==> config.mk <==
export PLATFORM = sky130hd
export DESIGN_NAME = plot_scheduler
export DESIGN_NICKNAME = d
export VERILOG_FILES = /design/src/rtl/plot_pkg.sv /design/src/rtl/raster_walker.sv /design/src/rtl/plot_scheduler.sv
export SDC_FILE = /design/constraint.sdc
export NUM_CORES = 1
export LEC_CHECK = 0
export ABC_AREA = 1
export ABC_CLOCK_PERIOD_IN_PS = 2800
export BUFFER_PORTS_ARGS = -buffer_cell sky130_fd_sc_hd__buf_2
export CAP_MARGIN = 20
export CORE_MARGIN = 1
export CORE_UTILIZATION = 35
export DETAILED_ROUTE_END_ITERATION = 10
export GPL_TIMING_DRIVEN = 1
export PLACE_DENSITY_LB_ADDON = 0.12
export SETUP_SLACK_MARGIN = 0.1
export SYNTH_ARGS = -nofsm -noshare
export SYNTH_HDL_FRONTEND = slang
export SYNTH_SLANG_ARGS = --single-unit
==> constraint.sdc <==
create_clock -name iClock -period 2.8 [get_ports iClock]
set_input_delay 0.28 -clock iClock [delete_from_list [all_inputs] [get_ports iClock]]
set_output_delay 0.28 -clock iClock [all_outputs]
set_load 0.01 [all_outputs]
==> src/rtl/plot_pkg.sv <==
// Shared types and geometry constants for the pixel-plot scheduler.
package plot_pkg;

    typedef enum logic [1:0] {
        IDLE  = 2'd0,
        BOX   = 2'd1,
        CLEAR = 2'd2,
        DONE  = 2'd3
    } plot_state_t;

    localparam int X_SCREEN_PIXELS_DEF = 160;
    localparam int Y_SCREEN_PIXELS_DEF = 120;

    localparam int X_W   = 8;
    localparam int Y_W   = 7;
    localparam int COL_W = 3;

endpackage

==> src/rtl/raster_walker.sv <==
// Row-major 2-D counter with runtime extents; exposes both the registered
// position and the position it will take on the next edge.
module raster_walker
    import plot_pkg::*;
(
    input  logic           iClock,
    input  logic           iResetn,
    input  logic           start,
    input  logic           advance,
    input  logic [X_W-1:0] width,
    input  logic [Y_W-1:0] height,
    output logic [X_W-1:0] x,
    output logic [Y_W-1:0] y,
    output logic [X_W-1:0] x_nxt,
    output logic [Y_W-1:0] y_nxt,
    output logic           last
);

    logic x_end, y_end;

    assign x_end = (x == width - X_W'(1));
    assign y_end = (y == height - Y_W'(1));
    assign last  = x_end && y_end;

    always_comb begin
        x_nxt = x;
        y_nxt = y;
        if (start) begin
            x_nxt = '0;
            y_nxt = '0;
        end else if (advance) begin
            if (x_end) begin
                x_nxt = '0;
                y_nxt = y_end ? '0 : y + Y_W'(1);
            end else begin
                x_nxt = x + X_W'(1);
            end
        end
    end

    always_ff @(posedge iClock) begin
        if (!iResetn) begin
            x <= '0;
            y <= '0;
        end else begin
            x <= x_nxt;
            y <= y_nxt;
        end
    end

endmodule

==> src/rtl/plot_scheduler.sv <==
// Shares the single VGA pixel-write port between box and clear requesters,
// one pixel per clock, clear having priority.
module plot_scheduler
    import plot_pkg::*;
#(
    parameter int X_SCREEN_PIXELS = X_SCREEN_PIXELS_DEF,
    parameter int Y_SCREEN_PIXELS = Y_SCREEN_PIXELS_DEF,
    parameter int BOX_DIM         = 4
) (
    input  logic             iClock,
    input  logic             iResetn,
    input  logic             iBoxReq,
    input  logic [X_W-1:0]   iBoxX,
    input  logic [Y_W-1:0]   iBoxY,
    input  logic [COL_W-1:0] iBoxColour,
    input  logic             iClearReq,
    input  logic [COL_W-1:0] iClearColour,
    output logic             oBoxAck,
    output logic             oClearAck,
    output logic [X_W-1:0]   oX,
    output logic [Y_W-1:0]   oY,
    output logic [COL_W-1:0] oColour,
    output logic             oPlot,
    output logic             oBusy,
    output logic             oDone
);

    plot_state_t state, state_n;

    logic [X_W-1:0]   box_x, box_x_n;
    logic [Y_W-1:0]   box_y, box_y_n;
    logic [COL_W-1:0] box_col, box_col_n, clr_col, clr_col_n;

    logic             start, adv, pix_box, pix_clr;
    logic             box_ack_n, clr_ack_n;
    logic [X_W-1:0]   wx, wx_nxt, x_n;
    logic [Y_W-1:0]   wy, wy_nxt, y_n;
    logic [COL_W-1:0] col_n;
    logic             w_last, plot_n;
    logic [X_W:0]     sum_x;
    logic [Y_W:0]     sum_y;
    logic [X_W-1:0]   ext_w;
    logic [Y_W-1:0]   ext_h;

    // Extents only matter while advancing; start always loads (0,0).
    assign ext_w = (state == CLEAR) ? X_W'(X_SCREEN_PIXELS) : X_W'(BOX_DIM);
    assign ext_h = (state == CLEAR) ? Y_W'(Y_SCREEN_PIXELS) : Y_W'(BOX_DIM);

    raster_walker u_walker (
        .iClock  (iClock),
        .iResetn (iResetn),
        .start   (start),
        .advance (adv),
        .width   (ext_w),
        .height  (ext_h),
        .x       (wx),
        .y       (wy),
        .x_nxt   (wx_nxt),
        .y_nxt   (wy_nxt),
        .last    (w_last)
    );

    // Wide sums so an origin near the edge cannot wrap back on screen.
    assign sum_x = {1'b0, box_x_n} + {1'b0, wx_nxt};
    assign sum_y = {1'b0, box_y_n} + {1'b0, wy_nxt};

    always_comb begin
        state_n   = state;
        start     = 1'b0;
        adv       = 1'b0;
        pix_box   = 1'b0;
        pix_clr   = 1'b0;
        box_ack_n = 1'b0;
        clr_ack_n = 1'b0;
        box_x_n   = box_x;
        box_y_n   = box_y;
        box_col_n = box_col;
        clr_col_n = clr_col;
        unique case (state)
            IDLE: begin
                if (iClearReq) begin
                    state_n   = CLEAR;
                    start     = 1'b1;
                    pix_clr   = 1'b1;
                    clr_ack_n = 1'b1;
                    clr_col_n = iClearColour;
                end else if (iBoxReq) begin
                    state_n   = BOX;
                    start     = 1'b1;
                    pix_box   = 1'b1;
                    box_ack_n = 1'b1;
                    box_x_n   = iBoxX;
                    box_y_n   = iBoxY;
                    box_col_n = iBoxColour;
                end
            end
            BOX: begin
                if (w_last) state_n = DONE;
                else begin
                    adv     = 1'b1;
                    pix_box = 1'b1;
                end
            end
            CLEAR: begin
                if (w_last) state_n = DONE;
                else begin
                    adv     = 1'b1;
                    pix_clr = 1'b1;
                end
            end
            DONE:    state_n = IDLE;
            default: state_n = IDLE;
        endcase
    end

    // The output registers are loaded with the pixel the walker moves to.
    always_comb begin
        x_n    = oX;
        y_n    = oY;
        col_n  = oColour;
        plot_n = 1'b0;
        if (pix_box) begin
            x_n    = sum_x[X_W-1:0];
            y_n    = sum_y[Y_W-1:0];
            col_n  = box_col_n;
            plot_n = (sum_x < (X_W+1)'(X_SCREEN_PIXELS)) &&
                     (sum_y < (Y_W+1)'(Y_SCREEN_PIXELS));
        end else if (pix_clr) begin
            x_n    = wx_nxt;
            y_n    = wy_nxt;
            col_n  = clr_col_n;
            plot_n = 1'b1;
        end
    end

    always_ff @(posedge iClock) begin
        if (!iResetn) begin
            state     <= IDLE;
            box_x     <= '0;
            box_y     <= '0;
            box_col   <= '0;
            clr_col   <= '0;
            oBoxAck   <= 1'b0;
            oClearAck <= 1'b0;
            oX        <= '0;
            oY        <= '0;
            oColour   <= '0;
            oPlot     <= 1'b0;
            oBusy     <= 1'b0;
            oDone     <= 1'b0;
        end else begin
            state     <= state_n;
            box_x     <= box_x_n;
            box_y     <= box_y_n;
            box_col   <= box_col_n;
            clr_col   <= clr_col_n;
            oBoxAck   <= box_ack_n;
            oClearAck <= clr_ack_n;
            oX        <= x_n;
            oY        <= y_n;
            oColour   <= col_n;
            oPlot     <= plot_n;
            oBusy     <= (state_n == BOX) || (state_n == CLEAR);
            oDone     <= (state_n == DONE);
        end
    end

endmodule

-- Word-level counts from Yosys, hierarchy flattened
Cells that the tools add are included.
- register bits: 61
- input bits: 25
- output and inout bits: 23
- word-level logic and storage cells: 79
- $add $sub $neg: 6
- $lt $le $gt $ge: 2
- equality and inequality tests: 8
- muxes and demuxes: 41
- reductions and logical operators: 7
- operators by type and width (operator ; count):
    $mux 8 ; 9
    $mux 7 ; 10
    $mux 3 ; 7
    $add 8x8->9 ; 1
    $lt 9x8->1 const B ; 1
    $mux 1 ; 9
    $add 7x7->8 ; 1
    $add 8x1->8 const B ; 1
    $eq 2x2->1 const B ; 4
    $eq 8x8->1 ; 1
    $lt 8x7->1 const B ; 1
    $sub 8x1->8 const B ; 1
    $add 7x1->7 const B ; 1
    $eq 7x7->1 ; 1
    $sub 7x1->7 const B ; 1
    $mux 2 ; 3
    $pmux 2 s3 ; 1
    $eq 2x1->1 const B ; 2
    $pmux 1 s2 ; 2
    $logic_and 1x1->1 ; 2
    $logic_not 2->1 ; 1
    $reduce_and 2->1 ; 1
    $reduce_bool 2->1 ; 1
    $reduce_or 2->1 ; 1
    $logic_or 1x1->1 ; 1

-- Longest topological paths before layout
- depth after elaboration: 13
- depth in mapped cells: 28
- depth with buffers taken out: 28

-- Cells and area by module
From an unflattened synthesis, not the netlist that was laid out.
- cell total of the unflattened synthesis: 658
- area, all modules: 4329.2 um^2
- by module, submodules not included (module ; times used ; cells each ; area an instance (um^2) ; seq. area each (um^2)):
    plot_scheduler ; 1 ; 374 ; 2715.1 ; 920.9
    raster_walker ; 1 ; 284 ; 1614.0 ; 300.3

-- Least setup slack after synthesis
No wires, ideal clock.
- path type: register to register
- start point: reg state[0]
- end point: reg oPlot
- setup time: 0.132 ns
- arrival time: 2.875 ns
- data required time: 2.668 ns
- slack: -0.207 ns
- cell stages (with the launch flop): 23
- buffers on the path: 2
- clock period less this slack: 3.007 ns
- path through: dfxtp_1 inv_1 ha_1 inv_1 nor2_1 inv_1 nor2_1 clkbuf_1 clkbuf_1 or2_2 o21ai_0 inv_1 ha_1 fa_1 nand3_1 nand2_1 xnor2_1 nor2_1 nand3_1 nand2_1 inv_1 nand2_1 a21oi_1
- elaborated cells between the ends (all ways): 32
- those cells by class: add/sub: 4; order compare: 2; eq/ne: 4; mux: 18; reduce/logical: 4
- RTL lines (what ; RTL line ; source):
    start: declaration ; plot_scheduler.sv:28 ; plot_state_t state, state_n;
    start signal: assignment ; plot_scheduler.sv:152 ; state <= state_n;
    $logic_not 2->1 ; plot_scheduler.sv:79 ; unique case (state)
    $mux 7 ; plot_scheduler.sv:79 ;
    net box_y_n[0] ; plot_scheduler.sv:31 ; logic [Y_W-1:0] box_y, box_y_n;
    $add 7x7->8 ; plot_scheduler.sv:65 ; assign sum_y = {1'b0, box_y_n} + {1'b0, wy_nxt};
    $lt 8x7->1 ; plot_scheduler.sv:127 ; (sum_y < (Y_W+1)'(Y_SCREEN_PIXELS));
    $logic_and 1x1->1 ; plot_scheduler.sv:126 ; plot_n = (sum_x < (X_W+1)'(X_SCREEN_PIXELS)) &&
    $mux 1 ; plot_scheduler.sv:122 ; if (pix_box) begin
    end signal: assignment ; plot_scheduler.sv:162 ; oPlot <= plot_n;
    end: declaration ; plot_scheduler.sv:23 ; output logic oPlot,
The timed path passes the listed nets, and every way through them passes these cells.
A chain may end at the register's enable or synchronous reset.

-- Worst setup path after layout
- start point: reg state[0]
- end point: reg oX[7]
- cells in the longest elaborated chain, start to end: 11
- elaborated cells between the ends (all ways): 24
- those cells by class: add/sub: 3; eq/ne: 4; mux: 13; reduce/logical: 4
- ends and longest elaborated chain (what ; RTL line ; source):
    $eq 2x2->1 ; plot_scheduler.sv:46, plot_scheduler.sv:47, plot_scheduler.sv:79 ;
    $mux 8 / $mux 7 (equally long branches) ; plot_scheduler.sv:46, plot_scheduler.sv:47 ;
    $sub 8x1->8 / $sub 7x1->7 (equally long branches) ; raster_walker.sv:21, raster_walker.sv:22 ;
    $eq 8x8->1 / $eq 7x7->1 (equally long branches) ; raster_walker.sv:21, raster_walker.sv:22 ;
    $logic_and 1x1->1 ; raster_walker.sv:23 ; assign last = x_end && y_end;
    $mux 1 ; plot_scheduler.sv:98, plot_scheduler.sv:105 ;
    $mux 1 ; - ;
    $mux 8 ; raster_walker.sv:31 ; end else if (advance) begin
    $mux 8 (*) ; raster_walker.sv:28 ; if (start) begin
    net u_walker.x_nxt[6] ; raster_walker.sv:14 ; output logic [X_W-1:0] x_nxt,
    $add 8x8->9 (*) ; plot_scheduler.sv:64 ; assign sum_x = {1'b0, box_x_n} + {1'b0, wx_nxt};
    $mux 8 (*) ; plot_scheduler.sv:122 ;
    end signal: assignment ; plot_scheduler.sv:159 ; oX <= x_n;
    end: declaration ; plot_scheduler.sv:20 ; output logic [X_W-1:0] oX,
Mark *: on every way through the listed nets, which the timed path passes. The rest lies on a longest branch. The select of a mux whose other input is x is not followed.

==> results_tabular.tex <==
\begin{tabular}{lr}
\hline
Metric & Value \\
\hline
\multicolumn{2}{l}{\textbf{Power}} \\
Total Power & 2.80 mW \\
Static Leak & 2.98 nW \\
Pwr Density & 470 nW/um\^{}2 \\
Peak VDD IR & 292 uV \\
\multicolumn{2}{l}{\textbf{Routing}} \\
Average wire length per cell after detail routing & 14.4 um \\
Post-Route M1 WL & 5550 um \\
Number of remaining DRC errors & 0 \\
Vias after detailed routing & 4061 \\
Drt initial violations & 155 \\
Count of antenna-violating nets left after detailed routing & 0 \\
First-pass iteration count of the detailed router & 4 \\
Vias/cell & 4.77 \\
Drt total wl & 12300 um \\
Met3 Routed Length & 424 um \\
Highest routed metal layer & met4 \\
Met2 wire length & 6030 um \\
\multicolumn{2}{l}{\textbf{Cells and area}} \\
Share of layout cells above drive strength 1 & 48.8\% \\
Layout Nets & 758 \\
Area growth from synthesis to final layout & 61.6\% \\
\# diodes & 0 \\
Post-route standard cell area excluding fillers & 5960 sq um \\
Non-filler instance count after layout & 851 \\
\multicolumn{2}{l}{\textbf{STA}} \\
Final slew viol count & 0 \\
Final Hold Slack & 192 ps \\
Final setup skew & 10.1 ps \\
Slew of the pin with the lowest slew margin & 899 ps \\
Post-route worst setup slack & -136 ps \\
Ratio of final minimum period to clock period & 105\% \\
Fin crit period & 2940 ps \\
Total Neg Setup Slack & -381 ps \\
Count of final setup violators & 5 \\
Unrepaired setup endpoints after global routing & yes \\
Slew Limit Headroom & 40.0\% \\
Final hold violation count & 0 \\
Maximum clock frequency & 341 MHz \\
\multicolumn{2}{l}{\textbf{Yosys}} \\
Number of distinct library cell variants in the gate-level netlist after synthesis & 39 \\
Synth area leaders & dfxtp\_1, nand2\_1, inv\_1 \\
Netlist Area Pre-Place & 3690 sq um \\
Area share of the largest cell type after synthesis & 33.1\% \\
Instance count of the mapped netlist & 545 \\
Syn nets & 593 \\
Syn\_area\_per\_cell & 6.77 sq um \\
Synth async-reset ratio & 0\% \\
Number of warning messages in the yosys log & 0 \\
Number of synthesized register bits & 61 \\
Post-synth EDFFs & 0 \\
Synth top cells by count & nand2\_1, inv\_1, dfxtp\_1 \\
Fraction of the yosys area taken by sequential cells & 33.1\% \\
Dominant cell by count in the synthesized netlist & nand2\_1 \\
Leading area contributor after synthesis & dfxtp\_1 \\
Primary FF master, synth & dfxtp\_1 \\
\multicolumn{2}{l}{\textbf{Die}} \\
Placement row count & 37 \\
Die outline area & 11000 sq um \\
Vert. Die Dim & 105 um \\
Initial Utilization & 35.9\% \\
Placeable core region & 10300 sq um \\
Ports & 48 \\
Die extent in x & 105 um \\
\multicolumn{2}{l}{\textbf{Clocking}} \\
Hold buffer count at CTS & 0 \\
Level count of the clock H-tree & 3 \\
Clock tree from TritonCTS & yes \\
Clock input transition at the sequential cells of the worst setup and hold paths & 70 ps \\
CTS sink cnt & 61 \\
Clock tree root buffer cell & clkbuf\_8 \\
Clock Tree Buf Depth & 2 \\
Clk Latency, worst-skew pair & 340 ps \\
CTS Buf Count & 9 \\
\multicolumn{2}{l}{\textbf{Status}} \\
Status & complete, but fails checks \\
Violations in the final reports & negative setup slack \\
\multicolumn{2}{l}{\textbf{Global routing}} \\
Overall fraction of global-route tracks in use & 21.8\% \\
Via count of the first global-routing pass & 4062 \\
Pin count of the biggest net entering global routing & 47 \\
Number of antenna violations at the first check in global routing & 0 \\
First-pass GRT wire length & 19000 um \\
Gr ovfl total & 0 \\
\multicolumn{2}{l}{\textbf{Setup path}} \\
CP max-delay cell & dfxtp\_2 \\
Data required time of the critical path & 2980 ps \\
Cell seen most often among critical-path stages & nand2\_2 \\
Critical path capture point type & register \\
Buffers \& Inverters on Critical Path & 4 \\
Launching element type of the critical path & register \\
Critical path type & register to register \\
Slowest stage delay, CP & 340 ps \\
Arrival time at the worst endpoint & 3120 ps \\
Largest fanout on the critical path & 5 \\
Cell Chain, Critical Path & inv\_2, ha\_4, buf\_6, o21ai\_2, nand2\_2, nor2\_4, nand2\_4, nand2\_8, buf\_4, buf\_6, nand2\_2, a21oi\_4, ha\_4, nand2\_2, nor2\_2, nor2\_2, nand2\_1, nand2\_1, nand2\_2, a21oi\_2, nor2\_1, nand2\_1, a21oi\_1 \\
Family with the most delay on the worst path & simple AND/OR/NAND/NOR gates \\
\multicolumn{2}{l}{\textbf{Job}} \\
Max-cap violation count & 0 \\
\multicolumn{2}{l}{\textbf{Hold path}} \\
Hold WC Path Type & input port to register \\
\multicolumn{2}{l}{\textbf{Placement}} \\
Placed inst area & 4710 sq um \\
Final RePlAce weighted congestion & 0.866 \\
Placed wire-length estimate & 7800 um \\
Instance count after placement with tap cells included & 789 \\
Port Buffer Count & 47 \\
\hline
\end{tabular}
[final timing paths]
check	from	end	slack, ps	depth (start not counted)
min reg2reg	oColour[1]	oColour[1]	470	2
min	iBoxX[2]	box_x[2]	190	3
max reg2reg	state[0]	oX[7]	-140	23
max	state[0]	oX[7]	-140	23
[area by class of cell]
| class | count | area [sq um] |
|---|---|---|
| Fill cell | 945 | 4320 |
| Multi-Input combinational cell | 394 | 2740 |
| Timing Repair Buffer | 170 | 1290 |
| Sequential cell | 61 | 1230 |
| Inverter | 74 | 295 |
| Clock buffer | 13 | 170 |
| Tap cell | 136 | 170 |
| Clock inverter | 3 | 65.1 |
[power breakdown]
part / internal, mW / leakage [nW] / switching (mW)
Clock: 0.580 / 0.119 / 0.377
Sequential: 0.924 / 0.499 / 0.0242
Combinational: 0.417 / 2.36 / 0.480
Total: 1.92 / 2.98 / 0.882
[metrics by stage]
step	setup WS, ps	util (%)
floorplan	66.3	-
global placement	-210	45.9
detailed placement	-192	45.9
CTS	1.95	54.3
global route	-300	58.0
finish	-136	58.0
[metal layers]
metal / vias to the layer above / global-route usage, %
met3: 17 / 2.99
met2: 87 / 38.1
met4: 0 / 7.55
met5: - / 0
met1: 1888 / 27.3
li1: 2069 / -
[flip-flops by register name, summed over array words and instances, names as in the netlist, 3 cells and up]
signal      flops
box_x           8
oX              8
u_walker.x      8
box_y           7
oY              7
u_walker.y      7
box_col         3
clr_col         3
oColour         3
[cell usage in the layout, fill, tap and decap left out, types with 7 or more instances in the layout]
cell,instances
nand2_1,111
buf_4,108
dfxtp_1,57
nor2_1,48
buf_2,47
inv_1,45
nand2_2,29
nand3_1,27
inv_2,22
o21ai_2,16
a21oi_1,16
or2_2,15
ha_4,14
nand4_1,13
clkbuf_8,10
buf_6,9
a21oi_2,8
o21ai_0,8
inv_4,7
ha_1,7
[worst min-delay path, cell delays in order]
cell and delay, ps:
buf_2 80, o21ai_2 60, nor2_1 80
[logic make-up after synthesis]
kind of cell | after synthesis | share of synthesized area (%)
AO/OA/AOI/OAI | 73 | 11.3
XOR/XNOR | 11 | 2.61
adder cells (fa/ha/maj) | 23 | 8.21
buffers and inverters | 91 | 9.74
flip-flops | 61 | 33.1
multiplexers | 5 | 1.36
AND/OR/NAND/NOR | 281 | 33.7
[what timing repair did]
item                                    CTS  global route
cloned                                    2             3
setup buffers                            31            11
pin swaps                                39            39
endpoints found under the setup margin   12            15
gates resized for setup                 105            71
Note: power is estimated with default switching activity, not from simulation.
